===== src/rtl/writeback_unit.sv =====
// Writeback arbiter plus load scoreboard driving the register bank's single write port.
// Optional macro WB_INFLIGHT_HAZARD_EN also stalls on the write currently presented to the bank.
module writeback_unit #(
    parameter int LSU_FIFO_DEPTH = 2,
    localparam int ADDR_WIDTH = 5,
    localparam int WORD_WIDTH = 32,
    localparam int CW = $clog2(LSU_FIFO_DEPTH) + 1
) (
    input  logic                  clk,
    input  logic                  rst_n,
    input  logic                  alu_valid_i,
    input  logic [ADDR_WIDTH-1:0] alu_addr_i,
    input  logic [WORD_WIDTH-1:0] alu_data_i,
    input  logic                  lsu_valid_i,
    output logic                  lsu_ready_o,
    input  logic [ADDR_WIDTH-1:0] lsu_addr_i,
    input  logic [WORD_WIDTH-1:0] lsu_data_i,
    input  logic                  issue_load_i,
    input  logic [ADDR_WIDTH-1:0] issue_addr_i,
    input  logic [ADDR_WIDTH-1:0] rs1_addr_i,
    input  logic [ADDR_WIDTH-1:0] rs2_addr_i,
    input  logic [ADDR_WIDTH-1:0] rd_addr_i,
    output logic                  hazard_o,
    output logic [ADDR_WIDTH-1:0] write_addr_o,
    output logic [WORD_WIDTH-1:0] write_data_o,
    output logic                  write_en_o,
    output logic [CW-1:0]         fifo_count_o
);
    localparam int PW = $clog2(LSU_FIFO_DEPTH);
    localparam int NREG = 2 ** ADDR_WIDTH;

    logic [ADDR_WIDTH-1:0] addr_mem [LSU_FIFO_DEPTH];
    logic [WORD_WIDTH-1:0] data_mem [LSU_FIFO_DEPTH];

    logic [PW-1:0]         wr_ptr_q, wr_ptr_d, rd_ptr_q, rd_ptr_d;
    logic [CW-1:0]         count_q, count_d;
    logic                  push, pop;

    logic                  write_en_q, write_en_d;
    logic                  is_load_q, is_load_d;
    logic [ADDR_WIDTH-1:0] write_addr_q, write_addr_d;
    logic [WORD_WIDTH-1:0] write_data_q, write_data_d;
    logic [NREG-1:0]       busy_q, busy_d;
    logic                  inflight_hazard;

    assign lsu_ready_o = (count_q < CW'(LSU_FIFO_DEPTH));

    // Pop decision uses the registered count, so a push into an empty FIFO waits a cycle.
    always_comb begin
        push     = lsu_valid_i && lsu_ready_o;
        pop      = !alu_valid_i && (count_q != '0);
        wr_ptr_d = push ? wr_ptr_q + 1'b1 : wr_ptr_q;
        rd_ptr_d = pop  ? rd_ptr_q + 1'b1 : rd_ptr_q;
        count_d  = count_q;
        if (push && !pop) begin
            count_d = count_q + 1'b1;
        end else if (pop && !push) begin
            count_d = count_q - 1'b1;
        end
    end

    always_comb begin
        write_en_d   = 1'b0;
        is_load_d    = 1'b0;
        write_addr_d = write_addr_q;
        write_data_d = write_data_q;
        if (alu_valid_i) begin
            write_addr_d = alu_addr_i;
            write_data_d = alu_data_i;
            write_en_d   = (alu_addr_i != '0);
        end else if (pop) begin
            write_addr_d = addr_mem[rd_ptr_q];
            write_data_d = data_mem[rd_ptr_q];
            write_en_d   = (addr_mem[rd_ptr_q] != '0);
            is_load_d    = 1'b1;
        end
    end

    // Clear first, then set, so a re-issue of the same register keeps it busy.
    always_comb begin
        busy_d = busy_q;
        if (write_en_q && is_load_q) begin
            busy_d[write_addr_q] = 1'b0;
        end
        if (issue_load_i) begin
            busy_d[issue_addr_i] = 1'b1;
        end
        busy_d[0] = 1'b0;
    end

    always_ff @(posedge clk) begin
        if (push) begin
            addr_mem[wr_ptr_q] <= lsu_addr_i;
            data_mem[wr_ptr_q] <= lsu_data_i;
        end
    end

    always_ff @(posedge clk or negedge rst_n) begin
        if (!rst_n) begin
            wr_ptr_q     <= '0;
            rd_ptr_q     <= '0;
            count_q      <= '0;
            write_en_q   <= 1'b0;
            is_load_q    <= 1'b0;
            write_addr_q <= '0;
            write_data_q <= '0;
            busy_q       <= '0;
        end else begin
            wr_ptr_q     <= wr_ptr_d;
            rd_ptr_q     <= rd_ptr_d;
            count_q      <= count_d;
            write_en_q   <= write_en_d;
            is_load_q    <= is_load_d;
            write_addr_q <= write_addr_d;
            write_data_q <= write_data_d;
            busy_q       <= busy_d;
        end
    end

`ifdef WB_INFLIGHT_HAZARD_EN
    assign inflight_hazard = write_en_q && (write_addr_q != '0) &&
                             ((write_addr_q == rs1_addr_i) || (write_addr_q == rs2_addr_i));
`else
    assign inflight_hazard = 1'b0;
`endif

    assign hazard_o     = busy_q[rs1_addr_i] | busy_q[rs2_addr_i] | busy_q[rd_addr_i] | inflight_hazard;
    assign write_en_o   = write_en_q;
    assign write_addr_o = write_addr_q;
    assign write_data_o = write_data_q;
    assign fifo_count_o = count_q;

endmodule

===== config.mk =====
export PLATFORM = sky130hd
export DESIGN_NAME = writeback_unit
export DESIGN_NICKNAME = d
export VERILOG_FILES = /design/src/rtl/writeback_unit.sv
export SDC_FILE = /design/constraint.sdc
export NUM_CORES = 1
export LEC_CHECK = 0
export ABC_CLOCK_PERIOD_IN_PS = 4000
export CELL_PAD_IN_SITES_DETAIL_PLACEMENT = 1
export CELL_PAD_IN_SITES_GLOBAL_PLACEMENT = 1
export CORE_MARGIN = 1.5
export CORE_UTILIZATION = 41
export CTS_CLUSTER_DIAMETER = 60
export DETAILED_ROUTE_END_ITERATION = 8
export PLACE_DENSITY = 0.9
export RECOVER_POWER = 100
export REMOVE_ABC_BUFFERS = 1
export SYNTH_ARGS = -nofsm -noshare
export SYNTH_HDL_FRONTEND = slang
export SYNTH_SLANG_ARGS = --single-unit
export TNS_END_PERCENT = 20

===== constraint.sdc =====
create_clock -name clk -period 4 [get_ports clk]
set_clock_uncertainty 0.15 [all_clocks]
set_input_delay 0.6 -clock clk [delete_from_list [all_inputs] [get_ports clk]]
set_output_delay 0.6 -clock clk [all_outputs]
set_load 0.01 [all_outputs]

== Word-level counts from Yosys, hierarchy flattened ==
Memory sizes are Yosys's and may differ from the RTL's.
Index checks and enable logic that the tools add are counted.
Storage, ports and cells
  flip-flop bits (word level): 74
  word-level logic and storage cells: 66
  input port bits: 99
  bits in writable memories: 74
  output and inout bits: 42
  memories: 2
Operators by class
  reductions and logical operators: 15
  bitwise operators: 5
  add/subtract/negate cells: 4
  $lt $le $gt $ge: 8
  muxes and demuxes: 24
Memories
  data_mem: depth 2, width 32, rd ports 1, clocked after Yosys merged registers in 0, wr ports 1, line 33  | logic [WORD_WIDTH-1:0] data_mem [LSU_FIFO_DEPTH];
  addr_mem: depth 2, width 5, rd ports 1, clocked after Yosys merged registers in 0, wr ports 1, line 32  | logic [ADDR_WIDTH-1:0] addr_mem [LSU_FIFO_DEPTH];
Operators with widths (number)
  $mux 32: 4
  $and 32x32->32: 1
  $not 32->32: 1
  $or 32x32->32: 1
  $lt 5x6->1 const B: 5
  $bmux 1 s5: 3
  $mux 1: 11
  $demux 1 s5: 2
  $ge 5x1->1 const B: 2
  $mux 5: 2
  $reduce_bool 5->1: 2
  $logic_and 1x1->1: 7
  $reduce_bool 2->1: 3
  $mux 2: 2
  $logic_not 1->1: 3
  $add 1x1->1 const B: 2
  $add 2x1->2 const B: 1
  $lt 2x2->1 const B: 1
  $or 1x1->1: 2
  $sub 2x1->2 const B: 1

== Logic depth before layout (Yosys ltp) ==
Gate-level depths: netlist of the first run.
  word-level depth: 9
  mapped depth: 8
  depth with buffers taken out: 6

== Least setup slack after synthesis of the first run ==
No wires, ideal clock.
  path type: input -> register
  start: in lsu_valid_i
  end: mem addr_mem[0][0] (enable)
  setup slack: 0.869 ns
  arrival time: 2.545 ns
  buffers on the path: 0
  stages on the path: 2
  required time: 3.414 ns
  cell sequence: nor2b_1 > nor2b_1
On the way
  longest elaborated chain between the ends: 3
Ends and longest elaborated chain
  start, declared: line 14  | input logic lsu_valid_i,
  $logic_and 1x1->1: line 50  | push = lsu_valid_i && lsu_ready_o;
  $mux 1: line 92  | if (push) begin
  $mux 1 (implied by the code): line 93  | addr_mem[wr_ptr_q] <= lsu_addr_i;
  end, declared: line 32
Every way passes these cells.

== Worst setup path in the final report of the first run ==
  start: in rs1_addr_i[0]
  end: out hazard_o
On the way
  longest elaborated chain between the ends: 4
Ends and longest elaborated chain
  start, declared: line 20  | input logic [ADDR_WIDTH-1:0] rs1_addr_i,
  $bmux 1 s5: line 127  | assign hazard_o = busy_q[rs1_addr_i] | busy_q[rs2_addr_i] | busy_q[rd_addr_i] | inflight_hazard;
  $mux 1 (implied by the code): line 127
  $or 1x1->1 (2 in series): line 127
  end, declared: line 23  | output logic hazard_o,
Every way passes these cells. The select of a mux whose other input is x is not followed.

==> results of run 1 <==
## registers in the layout, summed over array words and instances (netlist names)
register / cells
addr_mem: 10
is_load_q: 1
data_mem: 64
write_data_o: 32
wr_ptr_q: 1
write_addr_o: 5
fifo_count_o: 2
rd_ptr_q: 1
busy_q: 31
write_en_o: 1
## worst max-delay path by stage
stage	slack, ns	endpoint	depth (start not counted)
floorplan	0.87	addr_mem[0][0]	2
global placement	0.34	hazard_o	7
detailed placement	0.33	hazard_o	7
CTS	0.32	hazard_o	7
global route	0.09	hazard_o	7
finish	0.24	hazard_o	7
## report_power, final
group / switching [mW] / leakage, nW / internal (mW) / total, mW
registers: 0.546 / 1.51 / 2.05 / 2.60
logic: 0.978 / 1.52 / 0.851 / 1.83
clock network: 0.695 / 0.263 / 0.862 / 1.56
total: 2.22 / 3.30 / 3.77 / 5.98
## critical path, stage by stage
cell and delay (ns):
dlygate4sd3_1 0.80, mux4_2 0.56, inv_1 0.07, a2111oi_0 0.09, nor4_1 0.26, nand4_1 0.13, clkdlybuf4s50_1 0.50
## final cells by class
cell class | instances | area (sq um) | share of cell area
clock buffer | 18 | 429.2 | 0.04859
multi-input combinational | 373 | 2454 | 0.2778
tap | 216 | 270.3 | 0.03060
timing repair buffer | 148 | 1449 | 0.1640
clock inverter | 14 | 131.4 | 0.01487
antenna | 4 | 10.01 | 0.001133
inverter | 4 | 15.01 | 0.001700
sequential | 148 | 4074 | 0.4613
## layout by cell type (no fill, tap or decap), types with 5 or more instances in the layout
master and instances:
mux2_1 6, nand3b_1 9, nand2_1 56, o21ai_0 101, clkbuf_16 17, buf_4 7
nand3_1 6, edfxtp_1 74, mux4_2 15, mux2_2 5, nor2b_1 5, dfrtp_1 74
mux2i_1 41, clkdlybuf4s50_1 55, nor2_1 45, a21oi_1 33, dlygate4sd3_1 83
## routing by layer
layer | vias up | track usage | share of wire
li1 | 2341 | - | -
met1 | 2769 | 0.3290 | 0.38
met2 | 257 | 0.5003 | 0.52
met3 | 60 | 0.07085 | 0.066
met4 | 4 | 0.1280 | 0.031
met5 | - | 0 | 0.00099
## logic make-up (layout without fill, tap and decap cells)
logic type	count (synthesis)	in the layout
and+or+nand+nor	151	151
adders and majority gates	1	1
muxes	68	68
buffers and inverters	36	184
DFF	148	148
xor gates and xnor gates	5	5
other	0	4
AOI/OAI and AO/OA	148	148
==> summary.txt, run 1 <==
Worst setup path
  – Reg2Reg Capture Point: write_data_o[28]
  – Critical path endpoint category: output pin
  – R2R Path Start: rd_ptr_q
  – R2r setup slk: 0.99 ns
  – Critical Path RT: 3.25 ns
  – R2R depth: 4
  – Crit path launch type: input pin
  – WS Path Type: input pin to output pin
  – Worst setup path start: rs1_addr_i[0]
  – Max FO, Critical Path: 8
  – Crit path DAT: 3.01 ns

Routing
  – Drt total wl: 23.21 mm
  – Vias/cell: 5.871
  – Drt pass-1 iters: 4
  – Post-route DRC: 0
  – WL/cell: 25.09 um
  – Initial DRC count: 383
  – DRT antenna net count: 0
  – Vias: 5431

Logic synthesis
  – Most frequent cell after synthesis: o21ai_0
  – Post-synth top cells: o21ai_0, dfrtp_1, edfxtp_1, nand2_1, nor2_1
  – Sequential cell area fraction in the yosys report: 0.6072
  – Yosys cell types: 42
  – Synth warn: 0
  – Cell accounting for the most synthesized area: edfxtp_1
  – Largest family of logic cells by synthesized area: multiplexers
  – Mux share of post-synthesis cell area: 0.1322
  – Synth Area in Adders: 0.001865
  – Post-synth EDFFs: 74
  – Compound-Gate Fraction of Synth Area: 0.1167
  – Synth area leaders: edfxtp_1, dfrtp_1, o21ai_0, mux2i_1, mux4_2
  – Yosys reg bits: 148
  – Xor/xnor cell area share of the yosys netlist: 0.006527
  – Yosys top cell area share: 0.3312
  – Netlist Area Pre-Place: 6709 sq um
  – Post-Synthesis Cells: 557
  – Fraction of the mapped netlist area in simple logic gates: 0.1072
  – Post-Syn Area per Cell: 12.04 sq um
  – Async SR Flop Fraction: 0.5000
  – Most used flip-flop cell after synthesis: edfxtp_1

Floorplan
  – Starting Density: 0.4208
  – Row count: 46
  – Die Y: 130.9 um
  – Core area: 15940 sq um
  – Die width: 130.9 um
  – I/O pin total: 141
  – Die area: 17140 sq um

Timing
  – FMAX: 0.2658 GHz
  – Worst setup margin: 0.2379 ns
  – Final Slew Violations: 152
  – Period utilization: 0.9405
  – RSZ-0062 raised after global routing: no
  – Least-Margin Pin Slew: 2.179 ns
  – Setup_tns: 0 ns
  – Period minus WS final: 3.762 ns
  – Final Hold Viols: 0
  – Hold Slack: 0.3763 ns
  – Rel. slew slack: -0.4524
  – Final Setup Violations: 0

Power and ir drop
  – Overall power: 5.984 mW
  – Cell Pwr Density: 677.5 nW/um^2
  – VDD IR max: 0.4413 mV
  – LEAKAGE: 3.297 nW

Final layout
  – # fillers: 1618
  – Syn-to-layout area delta: 31.65%
  – Final Core Density: 0.5540
  – Fin nets: 792
  – Share of post-route cells with drive strength above 1: 0.09504
  – Final instance area: 8832 sq um
  – Final std cells w/o fill: 925

Clock tree
  – H-Tree Depth: 4
  – Clock Pin Slew Worst Setup and Hold Paths: 0.06 ns
  – Root buf cell: clkbuf_16
  – Postcts setup bufs: 0
  – Hold-fix buffers, CTS: 0
  – CTS tree: done
  – Post_cts resized: 0
  – Clock sink count: 148
  – Clock buffer depth: 2
  – Clock Latency Late Sink: 0.43 ns
  – CTS Buf Count: 17

Status
  – Status: complete, but fails checks
  – Failing checks: max-capacitance violations, max-slew violations

Placement
  – Placer congestion estimate: 0.9266
  – Post-DP HPWL: 14.30 mm
  – Placed Area: 8277 sq um
  – Placed cell count: 889
  – I/O Buffers: 140
  – Dpl ws: 0.3250 ns

Global routing
  – Largest net degree at the start of global routing: 76
  – First-pass GRT wire length: 35.51 mm
  – Vias in the first global route: 6052
  – GR Overflow Total: 0
  – GR Util All Layers: 0.2844
  – Initial antenna violation count: 5

Worst hold path
  – Hold path start: wr_ptr_q
  – Hold Crit Depth: 1
  – Hold Path Class: flop to flop
  – Worst Hold End: wr_ptr_q

Job
  – Max-cap viol count: 3
Power figures use the tool's default switching activity.
==> run 2: changes to the inputs <==
--- a/config.mk
+++ b/config.mk
@@ -5,14 +5,15 @@
 export SDC_FILE = /design/constraint.sdc
 export NUM_CORES = 1
 export LEC_CHECK = 0
+export ABC_AREA = 1
 export ABC_CLOCK_PERIOD_IN_PS = 4000
 export CELL_PAD_IN_SITES_DETAIL_PLACEMENT = 1
 export CELL_PAD_IN_SITES_GLOBAL_PLACEMENT = 1
 export CORE_MARGIN = 1.5
-export CORE_UTILIZATION = 41
-export CTS_CLUSTER_DIAMETER = 60
+export CORE_UTILIZATION = 39
+export CTS_CLUSTER_DIAMETER = 200
 export DETAILED_ROUTE_END_ITERATION = 8
-export PLACE_DENSITY = 0.9
+export PLACE_DENSITY = 0.89
 export RECOVER_POWER = 100
 export REMOVE_ABC_BUFFERS = 1
 export SYNTH_ARGS = -nofsm -noshare
==> summary.txt, run 2 <==
Logic synthesis
  – Fraction of the mapped netlist area in simple logic gates: 0.2192
  – Yosys cell types: 30
  – Most used flip-flop cell after synthesis: edfxtp_1
  – Synth area leaders: edfxtp_1, dfrtp_1, nand2_1, nand3_1, o21ai_0
  – Synth Area in Adders: 0.001812
  – Most frequent cell after synthesis: nand2_1
  – Xor/xnor cell area share of the yosys netlist: 0.005072
  – Post-Synthesis Cells: 734
  – Post-synth top cells: nand2_1, nand3_1, o21ai_0, dfrtp_1, edfxtp_1
  – Compound-Gate Fraction of Synth Area: 0.1210
  – Sequential cell area fraction in the yosys report: 0.5899
  – Largest family of logic cells by synthesized area: simple AND/OR/NAND/NOR gates
  – Netlist Area Pre-Place: 6907 sq um
  – Yosys reg bits: 148
  – Post-synth EDFFs: 74
  – Cell accounting for the most synthesized area: edfxtp_1
  – Yosys top cell area share: 0.3217
  – Mux share of post-synthesis cell area: 0
  – Post-Syn Area per Cell: 9.410 sq um
  – Async SR Flop Fraction: 0.5000
  – Synth warn: 0

Worst setup path
  – Crit path launch type: input pin
  – Critical Path RT: 3.25 ns
  – WS Path Type: input pin to output pin
  – Crit path DAT: 2.84 ns
  – Max FO, Critical Path: 16
  – Critical path endpoint category: output pin
  – R2r setup slk: 0.89 ns

Clock tree
  – Hold-fix buffers, CTS: 0
  – Clock sink count: 148
  – Clock buffer depth: 2
  – Post_cts resized: 0
  – Clock Latency Late Sink: 0.42 ns
  – CTS tree: done
  – Root buf cell: clkbuf_16
  – Postcts setup bufs: 0
  – Clock Pin Slew Worst Setup and Hold Paths: 0.06 ns
  – CTS Buf Count: 17
  – H-Tree Depth: 4

Floorplan
  – Die width: 136.1 um
  – Row count: 48
  – I/O pin total: 141
  – Die Y: 136.1 um
  – Die area: 18520 sq um
  – Core area: 17300 sq um
  – Starting Density: 0.3993

Timing
  – FMAX: 0.2786 GHz
  – Hold Slack: 0.3356 ns
  – Final Slew Violations: 113
  – Setup_tns: 0 ns
  – Rel. slew slack: -0.5549
  – RSZ-0062 raised after global routing: no
  – Least-Margin Pin Slew: 2.332 ns
  – Period minus WS final: 3.589 ns
  – Final Hold Viols: 0
  – Final Setup Violations: 0
  – Period utilization: 0.8973

Power and ir drop
  – Overall power: 5.879 mW
  – LEAKAGE: 3.666 nW
  – Cell Pwr Density: 659.5 nW/um^2
  – VDD IR max: 0.3548 mV

Final layout
  – # fillers: 1979
  – Fin nets: 969
  – Syn-to-layout area delta: 29.08%
  – Leading cell type in the layout, fill and taps excluded: nand2_1
  – Share of post-route cells with drive strength above 1: 0.05215
  – Max reg flops: 64
  – Commonest cells after routing, fill and taps aside: nand2_1, nand3_1, o21ai_0, dlygate4sd3_1
  – Biggest register: data_mem
  – Multi-input logic area: 2321 sq um
  – Reg area: 4074 sq um
  – Final instance area: 8915 sq um

Routing
  – WL/cell: 22.15 um
  – Post-route DRC: 0
  – Drt total wl: 24.63 mm
  – Vias/cell: 5.495
  – DRT antenna net count: 0
  – Drt pass-1 iters: 5
  – Vias: 6110
  – Initial DRC count: 377

Status
  – Failing checks: max-capacitance violations, max-slew violations
  – Status: complete, but fails checks

Global routing
  – Initial antenna violation count: 7
  – Vias in the first global route: 6688
  – GR Util All Layers: 0.2757
  – Largest net degree at the start of global routing: 75
  – First-pass GRT wire length: 37.65 mm
  – GR Overflow Total: 0

Placement
  – Placer congestion estimate: 0.8875
  – Post-DP HPWL: 15.68 mm
  – Placed Area: 8424 sq um
  – I/O Buffers: 140

Job
  – Max-cap viol count: 2

Worst hold path
  – Hold Path Class: flop to flop
[run 2: cell types whose count changed after synthesis, sizes merged, moves of 10 or more]
cell    previous run  this run
o311ai             0        17
mux4              15         0
clkbuf            14         4
inv                4        52
mux2              12         0
o21ai            101        81
mux2i             41         0
buf               18        28
nand3              6        98
nand2             56       209
[run 2: worst max-delay path: stages]
cell and delay [ns]:
dlygate4sd3_1 0.95, inv_4 0.18, nand2_1 0.12, nand3_1 0.07, nand3_1 0.10, nand3_1 0.07
nand3_1 0.08, nand2_1 0.06, nand3_1 0.08, clkdlybuf4s50_1 0.53
[run 2: cell type report]
cell class                      instances  area share
Sequential cell                       148      0.4570
Multi-Input combinational cell        502      0.2604
Timing Repair Buffer                  148      0.1618
Clock buffer                           21     0.05053
Tap cell                              225     0.03158
Inverter                               52     0.02274
Clock inverter                         11     0.01460
Antenna cell                            5    0.001404
[run 2: cell families (layout without fill, tap and decap cells)]
family	count (synthesis)	after routing
compound gates	138	138
xor+xnor	4	4
fa+ha+maj	1	1
buf+inv	84	232
flops	148	148
other cells	0	5
simple gates	359	359
[run 2: path summary, 6_finish.rpt]
check                                 from  cells after the start               end
min in group asynchronous            rst_n                      1  write_data_o[25]
hold reg to reg            write_data_o[4]                      2   write_data_o[4]
max in group asynchronous            rst_n                      1   write_data_o[0]
setup reg to reg                  rd_ptr_q                      6        write_en_o
hold / removal             write_data_o[4]                      2   write_data_o[4]
setup / recovery             rs2_addr_i[0]                     10          hazard_o
[run 2: per-layer routing]
layer  track usage  part of all wire  vias to the layer above
li1              -                 -                     2785
met1        0.3078              0.38                     3009
met2        0.4843              0.51                      241
met3       0.07905             0.066                       71
met4        0.1288             0.037                        4
met5             0           0.00081                        -
[run 2: stage by stage]
stage | util | cells | setup WS, ns
floorplan | - | 702 | 1.123
global placement | 0.4871 | 1075 | 0.5092
detailed placement | 0.4871 | 1075 | 0.5072
CTS | 0.5206 | 1107 | 0.5130
global route | 0.5153 | 1111 | 0.2464
finish | 0.5154 | 1112 | 0.4108
[run 2: report_power, final]
part           leakage [nW]  internal [mW]  switching [mW]
Sequential             1.51           2.09           0.388
Combinational          1.87          0.658            1.16
Clock                 0.281          0.938           0.652
Total                  3.67           3.68            2.20
==> run 3: changes to the inputs <==
--- a/config.mk
+++ b/config.mk
@@ -19,4 +19,4 @@
 export SYNTH_ARGS = -nofsm -noshare
 export SYNTH_HDL_FRONTEND = slang
 export SYNTH_SLANG_ARGS = --single-unit
-export TNS_END_PERCENT = 20
+export TNS_END_PERCENT = 10
==> results of run 3 <==
The final DEF is identical to that of run 2; final timing and power are the same.
==> RTL change 1, RTL diff (settings of run 2) <==
Register the output `fifo_count_o` once more, cleared by the reset; this adds one clock of latency there. The other outputs are not delayed to match.
--- a/src/rtl/writeback_unit.sv
+++ b/src/rtl/writeback_unit.sv
@@ -130,3 +130,9 @@
     assign write_data_o = write_data_q;
-    assign fifo_count_o = count_q;
+    always_ff @(posedge clk or negedge rst_n) begin
+        if (!rst_n) begin
+            fifo_count_o <= '0;
+        end else begin
+            fifo_count_o <= count_q;
+        end
+    end
 
Behaviour: not the same (Yosys sat finds a counterexample within 4 cycles, from zero or initial values and one cycle with rst_n low).
==> RTL change 1 against run 2 <==
- the flow still finishes with violations (max-capacitance violations, max-slew violations)
- sequential cell count up 2
- routed wire length down 4.0%
- via count up 2.0%
- design area up 0.44%
- sequential power up 4%
- hold slack worse by 82 ps
- worst setup slack worse by 66 ps
- power up 0.18%
- area after synthesis up 0.56%
- cell count about the same
==> RTL change 1: results (changes against run 2) <==
Layout
  – Fill cells: 1951 (-1.4%)
  – Multi-input gate area: 0.00233 mm2 (+0.43%)
  – Non-clock buffering overhead: 16.0% (-0.14 points)
  – Clock network area share: 6.37% (-0.14 points)
  – Seq/total area: 46.1% (+0.36 points)
  – Nets@finish: 971 (+0.21%)
  – Register cell area after layout: 0.00412 mm2 (+1.2%)
  – Non-CTS buffers: 147 (-0.68%)
  – Layout cells sized above 1: 5.09% (-0.12 points)
  – Number of diodes: 4 (-1)
  – #MultiIn Comb: 503 (+0.20%)
  – Clkbuf count: 18 (-14%)

Power and ir drop
  – Leak: 3.66 nW (about the same)
  – Clock power share: 26.5% (-0.5 points)
  – Seq. pwr: 2.56 mW (+4%)
  – Reg power frac: 43.4% (+1.3 points)
  – Sw Ratio: 38.0% (+0.61 points)
  – VDD IR max: 419 uV (+18%)

Place
  – DP HPWL: 15500 um (-0.99%)
  – GPL Wtd Cong: 0.922 (+3.9%)
  – Post-placement cell area: 0.00847 mm2 (+0.50%)
  – Pre-CTS WS: 448 ps (-59.2 ps)

Synth
  – Async SR Flop Fraction: 50.7% (+0.67 points)
  – Top cells by count, synth: 209 x nand2_1, 98 x nand3_1, 78 x o21ai_0
  – Distinct cells, synth: 31 (+3.3%)
  – Most used flip-flop cell after synthesis: dfrtp_1
  – Mean Syn Cell Area: 9.44 um2 (+0.29%)
  – Sequential area share after synthesis: 59.4% (+0.39 points)

Worst setup path
  – Largest stage delay on the critical path: 980 ps (+30 ps)
  – Reg-to-reg setup timing slack: 850 ps (-40 ps)
  – Reg-to-reg endpoint: data_mem[0][11]$_DFFE_PP_
  – Critical Path Fanout Max: 17 (+1)
  – Setup crit start: rs1_addr_i[0]
  – Arr. time, crit path: 2910 ps (+70 ps)
  – R2R depth: 4 (-2)

Detailed routing
  – Routed len/inst: 21.3 um (-4.0%)
  – Initial drt markers: 312 (-17%)
  – WL final: 23700 um (-4.0%)
  – Met1 wire length: 9140 um (-2.9%)
  – WL met2: 12000 um (-5.3%)
  – Vias: 6233 (+2.0%)

Clocking
  – CTS Sinks: 150 (+1.4%)
  – Clock Latency Late Sink: 420 ps (about the same)

Hold path
  – Worst Hold End: fifo_count_o[1]$_DFF_PN0_
  – Hold_sp: count_q[1]$_DFFE_PN0P_

GRT
  – Pin count of the biggest net entering global routing: 77 (+2.7%)
  – Global-route wire length before repair: 36800 um (-2.3%)
  – Vias in the first global route: 6772 (+1.3%)
  – GRT Overall Usage: 26.4% (-1.2 points)

STA
  – Worst Max-Slew Pin Slew: 2340 ps (+11.5 ps)
  – Worst hold slack: 254 ps (-81.6 ps)
  – Slew Viols, Final: 202 (+79%)

Run
  – Max-cap violations: 4 (+2)

Run status
  – Status: complete, but fails checks
  – Failing checks: max-capacitance violations, max-slew violations

Floorplan
  – Chip Width: 136 um (+0.28%)
RTL change 1: cell count changes in the layout (fill, tap and decap cells not counted), sizes merged, moves of 2 or more:
cell      delta
clkinvlp     +3
a21oi        +2
clkbuf       -4
inv          +7
nor2         -2
clkinv       -6
dfrtp        +2
RTL change 1: critical path, delay by kind of cell:
| kind | cells | cell delay (ps) |
|---|---|---|
| simple gates | 7 | 600 |
| buf+inv | 3 | 1700 |
RTL change 1: layer usage:
layer | vias to the layer above | GRT usage (%)
li1 | 2792 | -
met1 | 3112 | 30.4
met2 | 258 | 45.9
met3 | 67 | 6.94
met4 | 4 | 11.9
met5 | - | 0
RTL change 1: logic make-up (layout without fill, tap and decap cells):
family	after synthesis	in the layout	synth area share (%)
DFF	150	150	59.4
buffers and inverters	83	231	6.07
xor gates and xnor gates	4	4	0.505
adders and majority gates	1	1	0.180
AOI/OAI and AO/OA	140	140	12.1
other	0	4	0
and+or+nand+nor	358	358	21.7
==> RTL change 2, RTL diff (config.mk and constraints of run 2) <==
Made on the original files. Add a define of `WB_INFLIGHT_HAZARD_EN`.
--- a/src/rtl/writeback_unit.sv
+++ b/src/rtl/writeback_unit.sv
@@ -2,2 +2,4 @@
 // Optional macro WB_INFLIGHT_HAZARD_EN also stalls on the write currently presented to the bank.
+`define WB_INFLIGHT_HAZARD_EN
+
 module writeback_unit #(
Formal check against the unedited RTL: not equivalent (a bounded check fails within 4 cycles, from zero or initial values and one cycle with rst_n low).
==> RTL change 2 against run 2 <==
- the flow still finishes with violations (max-capacitance violations, max-slew violations)
- hold slack improved by 2.7 ps
- power shrank 0.76%
- first-iteration DRC count shrank 10%
- cell count up 4.0%
- worst setup slack lost 64 ps
- count of clock-buffer cells in the layout is 2 lower
- synthesized cell count rose by 5.9%
- sequential cell count is the same
- routed wire length fell by 1.7%
- fmax fell by 1.8%
- area after synthesis grew 3.1%
- design area up 1.7%
- critical endpoint unchanged
==> RTL change 2: results (changes against run 2) <==
Run status
  – Status: complete, but fails checks
  – Failing checks: max-capacitance violations, max-slew violations

Clocking
  – Post-CTS setup buffers: 0 (unchanged)
  – Num CTS Buffers: 17 (unchanged)

Synth
  – Top cells by count, synth: 226 x nand2_1, 104 x nand3_1, 74 x dfrtp_1, 74 x edfxtp_1, 64 x o21ai_0
  – Mean Syn Cell Area: 9.16 um2 (-2.6%)
  – Post-Synth Adder-Cell Area: 0.176% (-0.0054 points)
  – Area contributors post-synth: edfxtp_1 31%, dfrtp_1 26%, nand2_1 12%
  – Mux contribution to synthesized area: 0% (unchanged)
  – Synth Area in XOR/XNOR: 1.23% (+0.72 points)
  – Sequential area share after synthesis: 57.2% (-1.8 points)

Place
  – Post-placement cell area: 0.00862 mm2 (+2.3%)
  – GPL Wtd Cong: 0.917 (+3.4%)
  – DP HPWL: 16900 um (+8.0%)
  – Pre-CTS WS: 459 ps (-48.6 ps)
  – Placed Cells: 1119 (+4.1%)

GRT
  – M2 GR Usage: 45.1% (-3.3 points)
  – GRT Overall Usage: 25.8% (-1.8 points)
  – Grt met1 use: 30.0% (-0.81 points)
  – Met3 Resource Use GR: 7.14% (-0.77 points)
  – Global-route wire length before repair: 37900 um (+0.61%)

Layout
  – Fin cells: 1156 (+4.0%)
  – Final core utilization: 50.6% (-0.89 points)
  – Layout cells sized above 1: 5.31% (+0.099 points)
  – Fill cells: 2061 (+4.1%)
  – Nets@finish: 1009 (+4.1%)

Worst setup path
  – RR Startpoint: fifo_count_o[1]$_DFFE_PN0P_
  – Critical Path Fanout Max: 11 (-5)
  – Reg-to-reg setup timing slack: 1130 ps (+240 ps)
  – Reg-to-reg endpoint: data_mem[0][5]$_DFFE_PP_
  – R2R depth: 4 (-2)

STA
  – Slew margin rel.: -28.6% (+27 points)
  – Post-route clock period utilization: 91.3% (+1.6 points)
  – Worst hold slack: 338 ps (+2.65 ps)
  – Slew Viols, Final: 75 (-34%)

Detailed routing
  – WL met2: 12100 um (-4.4%)
  – Met1 wire length: 9810 um (+4.2%)
  – WL final: 24200 um (-1.7%)
  – Met3 WL: 1580 um (-3.2%)
  – Initial drt markers: 338 (-10%)
  – Vias per cell: 5.40 (-1.8%)

Power and ir drop
  – Comb pwr share: 33.5% (+2.6 points)
  – Clk. pwr: 1.48 mW (-7%)
  – Leak: 3.72 nW (+1.6%)
  – P_sw: 2.25 mW (+2.4%)

Run
  – Max-cap violations: 1 (-1)

Hold path
  – Hold_sp: write_data_o[27]$_DFFE_PN0P_
  – Worst Hold End: write_data_o[27]$_DFFE_PN0P_
## RTL change 2: changes by cell type after synthesis, moves of 3 or more
cell,run 2,this run
inv_1,46,56
inv_4,3,0
nand2_1,208,226
nand3_1,98,104
o21ai_0,76,64
o21ai_1,5,16
xor2_1,3,7
## RTL change 2: final cells by class
type / instances / share of cell area (%)
antenna: 5 / 0.138
clock buffer: 19 / 4.88
clock inverter: 13 / 1.12
inverter: 64 / 2.84
multi-input combinational: 530 / 27.0
sequential: 148 / 44.9
tap: 229 / 3.16
timing repair buffer: 148 / 16.0
## RTL change 2: worst max-delay path: stages
cell and delay [ps]:
dlygate4sd3_1 880, buf_4 260, nand2_1 60, nand3_1 80
nand3_1 90, nand3_1 110, nand2_1 70, nand2_1 60
nand2_1 50, nor2_1 80, nand2_1 70, clkdlybuf4s50_1 480
## RTL change 2: logic make-up after synthesis
family / Yosys count
XOR/XNOR: 10
AO/OA/AOI/OAI: 136
adder cells (fa/ha/maj): 1
flip-flops: 148
buffers and inverters: 99
AND/OR/NAND/NOR: 383
